## config.mk

```make
export PLATFORM = sky130hd
export DESIGN_NAME = seven_seg_calc_display
export DESIGN_NICKNAME = d
export VERILOG_FILES = /design/src/rtl/seven_seg_calc_display.sv
export SDC_FILE = /design/constraint.sdc
export NUM_CORES = 1
export LEC_CHECK = 0
export ABC_CLOCK_PERIOD_IN_PS = 4800
export BUFFER_PORTS_ARGS = -buffer_cell sky130_fd_sc_hd__buf_2
export CAP_MARGIN = 20
export CORE_MARGIN = 2
export CORE_UTILIZATION = 50
export CTS_CLUSTER_DIAMETER = 80
export DETAILED_ROUTE_END_ITERATION = 6
export PLACE_DENSITY_LB_ADDON = 0.08
export SLEW_MARGIN = 20
export SYNTH_ARGS = -nofsm -noshare
export SYNTH_HDL_FRONTEND = slang
export SYNTH_SLANG_ARGS = --single-unit
```

## constraint.sdc

```tcl
create_clock -name clk -period 4.8 [get_ports clk]
set_clock_uncertainty 0.05 [all_clocks]
set_input_delay 0.96 -clock clk [delete_from_list [all_inputs] [get_ports clk]]
set_output_delay 0.96 -clock clk [all_outputs]
set_load 0.01 [all_outputs]
```

## src/rtl/seven_seg_calc_display.sv

```systemverilog
// ---------------------------------------------------------------------------
// seven_seg_calc_display
//
// Multi-digit calculator display for the Basys3 seven-segment panel. Two
// operands come from the slide switches. The block shows A+B, A-B, A*B or the
// raw operands, scanned one digit at a time. The result is captured once per
// frame so that the displayed value never changes part way through a scan.
//
// Parameters:
//   DIVIDE_BY     - scan tick period is 2^DIVIDE_BY clk cycles
//   NUM_DIGITS    - digits scanned (even, NUM_DIGITS*4 >= 2*OPERAND_WIDTH)
//   OPERAND_WIDTH - width W of each operand
//
// Ports:
//   clk  in  1           board clock
//   btnC in  1           synchronous active-high reset
//   sw   in  2W          {B, A}, asynchronous to clk
//   mode in  2           00 A+B, 01 A-B, 10 raw A/B, 11 A*B, asynchronous
//   an   out NUM_DIGITS  digit anodes, active-low
//   seg  out 7           segments {g,f,e,d,c,b,a}, active-low
//   dp   out 1           decimal point, active-low (negative A-B marker)
//
// Build option:
//   SEVEN_SEG_LZB_EN - when defined, leading zeros are blanked in the
//                      arithmetic modes (digit 0 and raw mode never blank).
// ---------------------------------------------------------------------------
module seven_seg_calc_display #(
    parameter int DIVIDE_BY     = 17,
    parameter int NUM_DIGITS    = 4,
    parameter int OPERAND_WIDTH = 4
) (
    input  logic                       clk,
    input  logic                       btnC,
    input  logic [2*OPERAND_WIDTH-1:0] sw,
    input  logic [1:0]                 mode,
    output logic [NUM_DIGITS-1:0]      an,
    output logic [6:0]                 seg,
    output logic                       dp
);

    localparam int W      = OPERAND_WIDTH;
    localparam int RES_W  = 4 * NUM_DIGITS;
    localparam int HALF_W = RES_W / 2;
    localparam int DIG_W  = (NUM_DIGITS > 1) ? $clog2(NUM_DIGITS) : 1;

    localparam logic [DIG_W-1:0]      LAST_DIGIT = DIG_W'(NUM_DIGITS - 1);
    localparam logic [DIG_W-1:0]      DIGIT_INC  = DIG_W'(1);
    localparam logic [NUM_DIGITS-1:0] DIGIT_ONE  = NUM_DIGITS'(1);
    localparam logic [DIVIDE_BY-1:0]  PRESC_INC  = DIVIDE_BY'(1);

    // Standard active-low hex font, {g,f,e,d,c,b,a}
    function automatic logic [6:0] hexSeg(input logic [3:0] nibble);
        logic [6:0] pattern;
        case (nibble)
            4'h0:    pattern = 7'h40;
            4'h1:    pattern = 7'h79;
            4'h2:    pattern = 7'h24;
            4'h3:    pattern = 7'h30;
            4'h4:    pattern = 7'h19;
            4'h5:    pattern = 7'h12;
            4'h6:    pattern = 7'h02;
            4'h7:    pattern = 7'h78;
            4'h8:    pattern = 7'h00;
            4'h9:    pattern = 7'h10;
            4'hA:    pattern = 7'h08;
            4'hB:    pattern = 7'h03;
            4'hC:    pattern = 7'h46;
            4'hD:    pattern = 7'h21;
            4'hE:    pattern = 7'h06;
            4'hF:    pattern = 7'h0E;
            default: pattern = 7'h7F;
        endcase
        return pattern;
    endfunction

    logic [2*W-1:0]        swMeta_r, swSync_r;
    logic [1:0]            modeMeta_r, modeSync_r;
    logic [DIVIDE_BY-1:0]  prescale_r;
    logic [DIG_W-1:0]      digit_r;
    logic                  started_r;
    logic [RES_W-1:0]      result_r;
    logic                  neg_r;
    logic [1:0]            capMode_r;
    logic [NUM_DIGITS-1:0] an_r;
    logic [6:0]            seg_r;
    logic                  dp_r;

    logic                  tick_s;
    logic                  frameEnd_s;
    logic [W-1:0]          opA_s, opB_s;
    logic [RES_W-1:0]      aExt_s, bExt_s;
    logic [RES_W-1:0]      calc_s;
    logic                  negCalc_s;
    logic [DIG_W-1:0]      digitNext_s;
    logic [RES_W-1:0]      resultNext_s;
    logic                  negNext_s;
    logic [1:0]            modeNext_s;
    logic [3:0]            nibble_s;
    logic                  blank_s;
    logic [NUM_DIGITS-1:0] anNext_s;
    logic [6:0]            segNext_s;
    logic                  dpNext_s;

    assign tick_s = &prescale_r;
    // The first tick after reset also starts a frame, so digit 0 with a fresh
    // result is the first thing ever shown.
    assign frameEnd_s = tick_s && ((digit_r == LAST_DIGIT) || !started_r);

    // Two-flop synchronisers for the switch and mode inputs
    always_ff @(posedge clk) begin
        if (btnC) begin
            swMeta_r   <= {(2*W){1'b0}};
            swSync_r   <= {(2*W){1'b0}};
            modeMeta_r <= 2'b00;
            modeSync_r <= 2'b00;
        end else begin
            swMeta_r   <= sw;
            swSync_r   <= swMeta_r;
            modeMeta_r <= mode;
            modeSync_r <= modeMeta_r;
        end
    end

    // Free-running scan prescaler; wraps to zero right after the tick
    always_ff @(posedge clk) begin
        if (btnC) begin
            prescale_r <= {DIVIDE_BY{1'b0}};
        end else begin
            prescale_r <= prescale_r + PRESC_INC;
        end
    end

    // Arithmetic unit on the synchronised operands
    always_comb begin
        opA_s     = swSync_r[W-1:0];
        opB_s     = swSync_r[2*W-1:W];
        aExt_s    = {{(RES_W-W){1'b0}}, opA_s};
        bExt_s    = {{(RES_W-W){1'b0}}, opB_s};
        negCalc_s = (modeSync_r == 2'b01) && (opB_s > opA_s);
        case (modeSync_r)
            2'b00:   calc_s = aExt_s + bExt_s;
            2'b01:   calc_s = aExt_s - bExt_s;
            // Product of two W-bit values fits in 2W <= RES_W bits
            2'b11:   calc_s = aExt_s * bExt_s;
            // Raw: A in the low half of the digits, B in the high half
            2'b10:   calc_s = aExt_s | (bExt_s << HALF_W);
            default: calc_s = {RES_W{1'b0}};
        endcase
    end

    // Next scan position and the value that slot will show
    always_comb begin
        digitNext_s  = digit_r;
        resultNext_s = result_r;
        negNext_s    = neg_r;
        modeNext_s   = capMode_r;
        if (frameEnd_s) begin
            digitNext_s  = {DIG_W{1'b0}};
            resultNext_s = calc_s;
            negNext_s    = negCalc_s;
            modeNext_s   = modeSync_r;
        end else if (tick_s) begin
            digitNext_s  = digit_r + DIGIT_INC;
        end else begin
            digitNext_s  = digit_r;
        end
    end

    // Segment, anode and decimal-point values for the next slot
    always_comb begin
        nibble_s  = resultNext_s[{digitNext_s, 2'b00} +: 4];
`ifdef SEVEN_SEG_LZB_EN
        // Blank when this nibble and everything above it are zero
        blank_s   = (digitNext_s != {DIG_W{1'b0}}) &&
                    (modeNext_s != 2'b10) &&
                    ((resultNext_s >> {digitNext_s, 2'b00}) == {RES_W{1'b0}});
`else
        blank_s   = 1'b0;
`endif
        if (blank_s) begin
            anNext_s  = {NUM_DIGITS{1'b1}};
            segNext_s = 7'h7F;
        end else begin
            anNext_s  = ~(DIGIT_ONE << digitNext_s);
            segNext_s = hexSeg(nibble_s);
        end
        dpNext_s = !((digitNext_s == {DIG_W{1'b0}}) &&
                     (modeNext_s == 2'b01) && negNext_s);
    end

    // Digit scanner and per-frame result capture
    always_ff @(posedge clk) begin
        if (btnC) begin
            digit_r   <= {DIG_W{1'b0}};
            started_r <= 1'b0;
            result_r  <= {RES_W{1'b0}};
            neg_r     <= 1'b0;
            capMode_r <= 2'b00;
        end else begin
            digit_r   <= digitNext_s;
            result_r  <= resultNext_s;
            neg_r     <= negNext_s;
            capMode_r <= modeNext_s;
            if (tick_s) begin
                started_r <= 1'b1;
            end else begin
                started_r <= started_r;
            end
        end
    end

    // Registered display outputs, refreshed once per scan tick
    always_ff @(posedge clk) begin
        if (btnC) begin
            an_r  <= {NUM_DIGITS{1'b1}};
            seg_r <= 7'h7F;
            dp_r  <= 1'b1;
        end else if (tick_s) begin
            an_r  <= anNext_s;
            seg_r <= segNext_s;
            dp_r  <= dpNext_s;
        end else begin
            an_r  <= an_r;
            seg_r <= seg_r;
            dp_r  <= dp_r;
        end
    end

    assign an  = an_r;
    assign seg = seg_r;
    assign dp  = dp_r;

endmodule
```

==> results_dict.tcl <==
set metrics [dict create \
    crit_chain "and4_1, and3_1, and4_1, nand3_1, nor3_1, ha_1, inv_2, nor2_1, nor2_1, o2111ai_1, inv_1, ha_1, or2_0, a211o_1, and3_1, o21bai_2" \
    netlist_area_mm2 0.00374 \
    synth_ff_type "dfxtp_1" \
    swShare_pct 22.7 \
    place.gp.congestion 0.870 \
    cts_hold_buf 0 \
    fp.dieH_um 90.5 \
    crit_end "seg[5]" \
    power_switching_w 0.000261 \
    synth_edf_count 0 \
    r2r_slack_ns 0.52 \
    critPathLaunch "prescale_r[3]" \
    drc 0 \
    routedWlPerCell_um 13.6 \
    path_clk_slew_ns 0.07 \
    pwr-share-comb_pct 4.6 \
    cpMaxStageDelayCell "ha_1" \
    fillerInstances 703 \
    grt_max_degree 73 \
    viasPerCell 5.23 \
    synth.avg_cell_area_um2 8.99 \
    status "completed" \
    fin_cells 537 \
    power_density_mw_per_mm2 279 \
    ant_nets 0 \
    cts_buffer_depth 2 \
    dpl.hpwl_um 5310 \
    async_reset_ff_share_pct 0 \
    ys_seq_area_share_pct 38.0 \
    grt_pass1_wl_um 12800 \
    io_pins 24 \
    drv_slew 0 \
    fin_nets 480 \
    worst-setup-path-type "reg2reg" \
    grt_usage_pct 19.4 \
    fmax_ghz 0.234 \
    hold_violations 0 \
    overflow 0 \
    cts_tree "built" \
    die-width_um 90.5 \
    coreArea_mm2 0.00725 \
    max_stage_delay_ns 0.47 \
    post_cts_buffers 0 \
    whs_ns 0.391 \
    hold_class "reg2reg" \
    rr_startpoint "prescale_r[3]" \
    clock-sinks 71 \
    yosys_warnings 0 \
    insertion_delay_ns 0.35 \
    start_util_pct 51.6 \
    drt_iter0_drc 168 \
    rows 31 \
    rsz0062_at_grt "false" \
    setup_viol 0 \
    critPathBufInv 2 \
    tightest_slew_ns 0.761 \
    crit_family "simple AND/OR/NAND/NOR gates" \
    fin_crit_sh_pct 89.1 \
    internal_power_w 0.000891 \
    clockRootBuffer "clkbuf_8" \
    netlist-cell-type-count 64 \
    utilization_pct 57.0 \
    dieArea_mm2 0.00819 \
    relSlewSlack_pct 47.9 \
    antenna_found_initial 0 \
    h-tree-depth 3 \
    io_buffers 23 \
    final.min_clock_period_ns 4.28 \
    tns_ns 0 \
    r2r-end "seg[5]" \
    multiInputGateArea_mm2 0.00215 \
    crit_cells 16 \
    drt_pass1_iterations 4 \
    leakage_nw 1.71 \
    p_clk_share_pct 42.5 \
    synth_fp_nets 463 \
    grt_pass1_vias 2765 \
    max-vdd-ir-drop_uv 174 \
    drive_gt1_share_pct 14.4 \
    max_cap_viol_count 0 \
    cts-buffers-inserted 9 \
    totalWireLength_um 7290 \
    cp.arrival_ns 4.51 \
    endpoint_kind "flip-flop" \
    antenna_cells 0 \
    ff2ff_path_depth 16 \
    regArea_mm2 0.00142 \
    synth_seq_cells 71 \
    seqPwrFrac_pct 52.9 \
    cts_resized 0 \
    synth_cells 416 \
    dr_total_vias 2808 \
    cp_max_fo 13 \
    area_growth_syn_to_layout_pct 10.5 \
    cp_data_required_time_ns 5.04 \
    dp.cells 521 \
    cp-start-kind "flip-flop" \
]
==> worst min-delay path by stage <==
| stage | from | end | slack, ns | cells after the start |
|---|---|---|---|---|
| floorplan | prescale_r[0] | prescale_r[0] | 0.36 | 1 |
| global placement | swMeta_r[4] | swSync_r[4] | 0.37 | 1 |
| detailed placement | swMeta_r[7] | swSync_r[7] | 0.38 | 1 |
| finish | modeMeta_r[1] | modeSync_r[1] | 0.39 | 1 |
| CTS | modeMeta_r[1] | modeSync_r[1] | 0.39 | 1 |
| global route | swMeta_r[5] | swSync_r[5] | 0.41 | 1 |
==> flip-flops by register name (all words and copies together) (netlist names), 2 cells and up <==
signal      count
prescale_r     17
result_r       16
swMeta_r        8
swSync_r        8
seg             7
an              4
capMode_r       2
digit_r         2
modeMeta_r      2
modeSync_r      2
==> metrics by stage <==
| step | total power (W) | worst slack, ns | instance area, um2 |
|---|---|---|---|
| after floorplan | 0.000660 | 1.10 | 3740 |
| after global placement | 0.000675 | 0.686 | 3920 |
| after detailed placement | 0.000677 | 0.540 | 3920 |
| after CTS | 0.00117 | 0.512 | 4130 |
| after global routing | 0.00121 | 0.0997 | 4130 |
| final | 0.00115 | 0.522 | 4130 |
==> final cells by class <==
type / instances / share of cell area, %
Tap cell: 99 / 3.00
Clock inverter: 5 / 1.36
Sequential cell: 71 / 34.4
Clock buffer: 11 / 3.66
Timing Repair Buffer: 28 / 3.69
Multi-Input combinational cell: 303 / 52.1
Inverter: 20 / 1.82
==> metal layers <==
metal	vias up	part of all wire, %	global-route usage [%]
li1	1465	-	-
met1	1289	50	25.0
met2	39	45	30.6
met3	15	3.0	4.34
met4	0	1.9	9.87
met5	-	0	0
==> cells in the mapped netlist, types with 7 or more instances <==
cell type / number / area (um2)
dfxtp_1: 71 / 1420
nor2_1: 42 / 158
nand2_1: 33 / 124
ha_1: 29 / 363
nor2b_1: 26 / 163
a21oi_1: 21 / 105
inv_1: 18 / 67.6
clkbuf_1: 15 / 56.3
nor3_1: 15 / 75.1
xor2_1: 13 / 114
o21ai_0: 10 / 50.1
and2_1: 8 / 50.1
a31oi_1: 7 / 43.8
==> worst reg2reg max path, cell delays in order, from the launching register on <==
cell and delay, ns:
dfxtp_1 0.41, and4_1 0.25, and3_1 0.22, and4_1 0.27
nand3_1 0.12, nor3_1 0.19, ha_1 0.47, inv_2 0.13
nor2_1 0.39, nor2_1 0.16, o2111ai_1 0.38, inv_1 0.18
ha_1 0.21, or2_0 0.21, a211o_1 0.29, and3_1 0.19
o21bai_2 0.12
==> power groups by stage <==
stage               clock, W  sequential (W)  combinational, W
finish              0.000490        0.000609         0.0000528
global route        0.000535        0.000611         0.0000603
CTS                 0.000507        0.000609         0.0000535
detailed placement         0        0.000623         0.0000534
global placement           0        0.000623         0.0000525
floorplan                  0        0.000617         0.0000431
==> cell usage in the layout, fill, tap and decap left out, types with 10 or more instances in the layout <==
cell / instances
dfxtp_1: 71
nor2_1: 42
nand2_1: 33
ha_1: 29
nor2b_1: 26
buf_2: 23
a21oi_1: 21
inv_1: 18
nor3_1: 15
xor2_1: 13
clkbuf_8: 11
o21ai_0: 10
==> logic make-up (layout without fill, tap and decap cells) <==
family / Yosys count / count (layout) / synth area share (%)
multiplexers: 10 / 10 / 3.11
flip-flops: 71 / 71 / 38.0
XOR/XNOR: 19 / 19 / 4.45
adder cells (fa/ha/maj): 35 / 35 / 12.9
buffers and inverters: 42 / 64 / 4.48
AO/OA/AOI/OAI: 76 / 76 / 14.3
AND/OR/NAND/NOR: 163 / 163 / 22.8
Note: power is estimated with default switching activity, not from simulation.
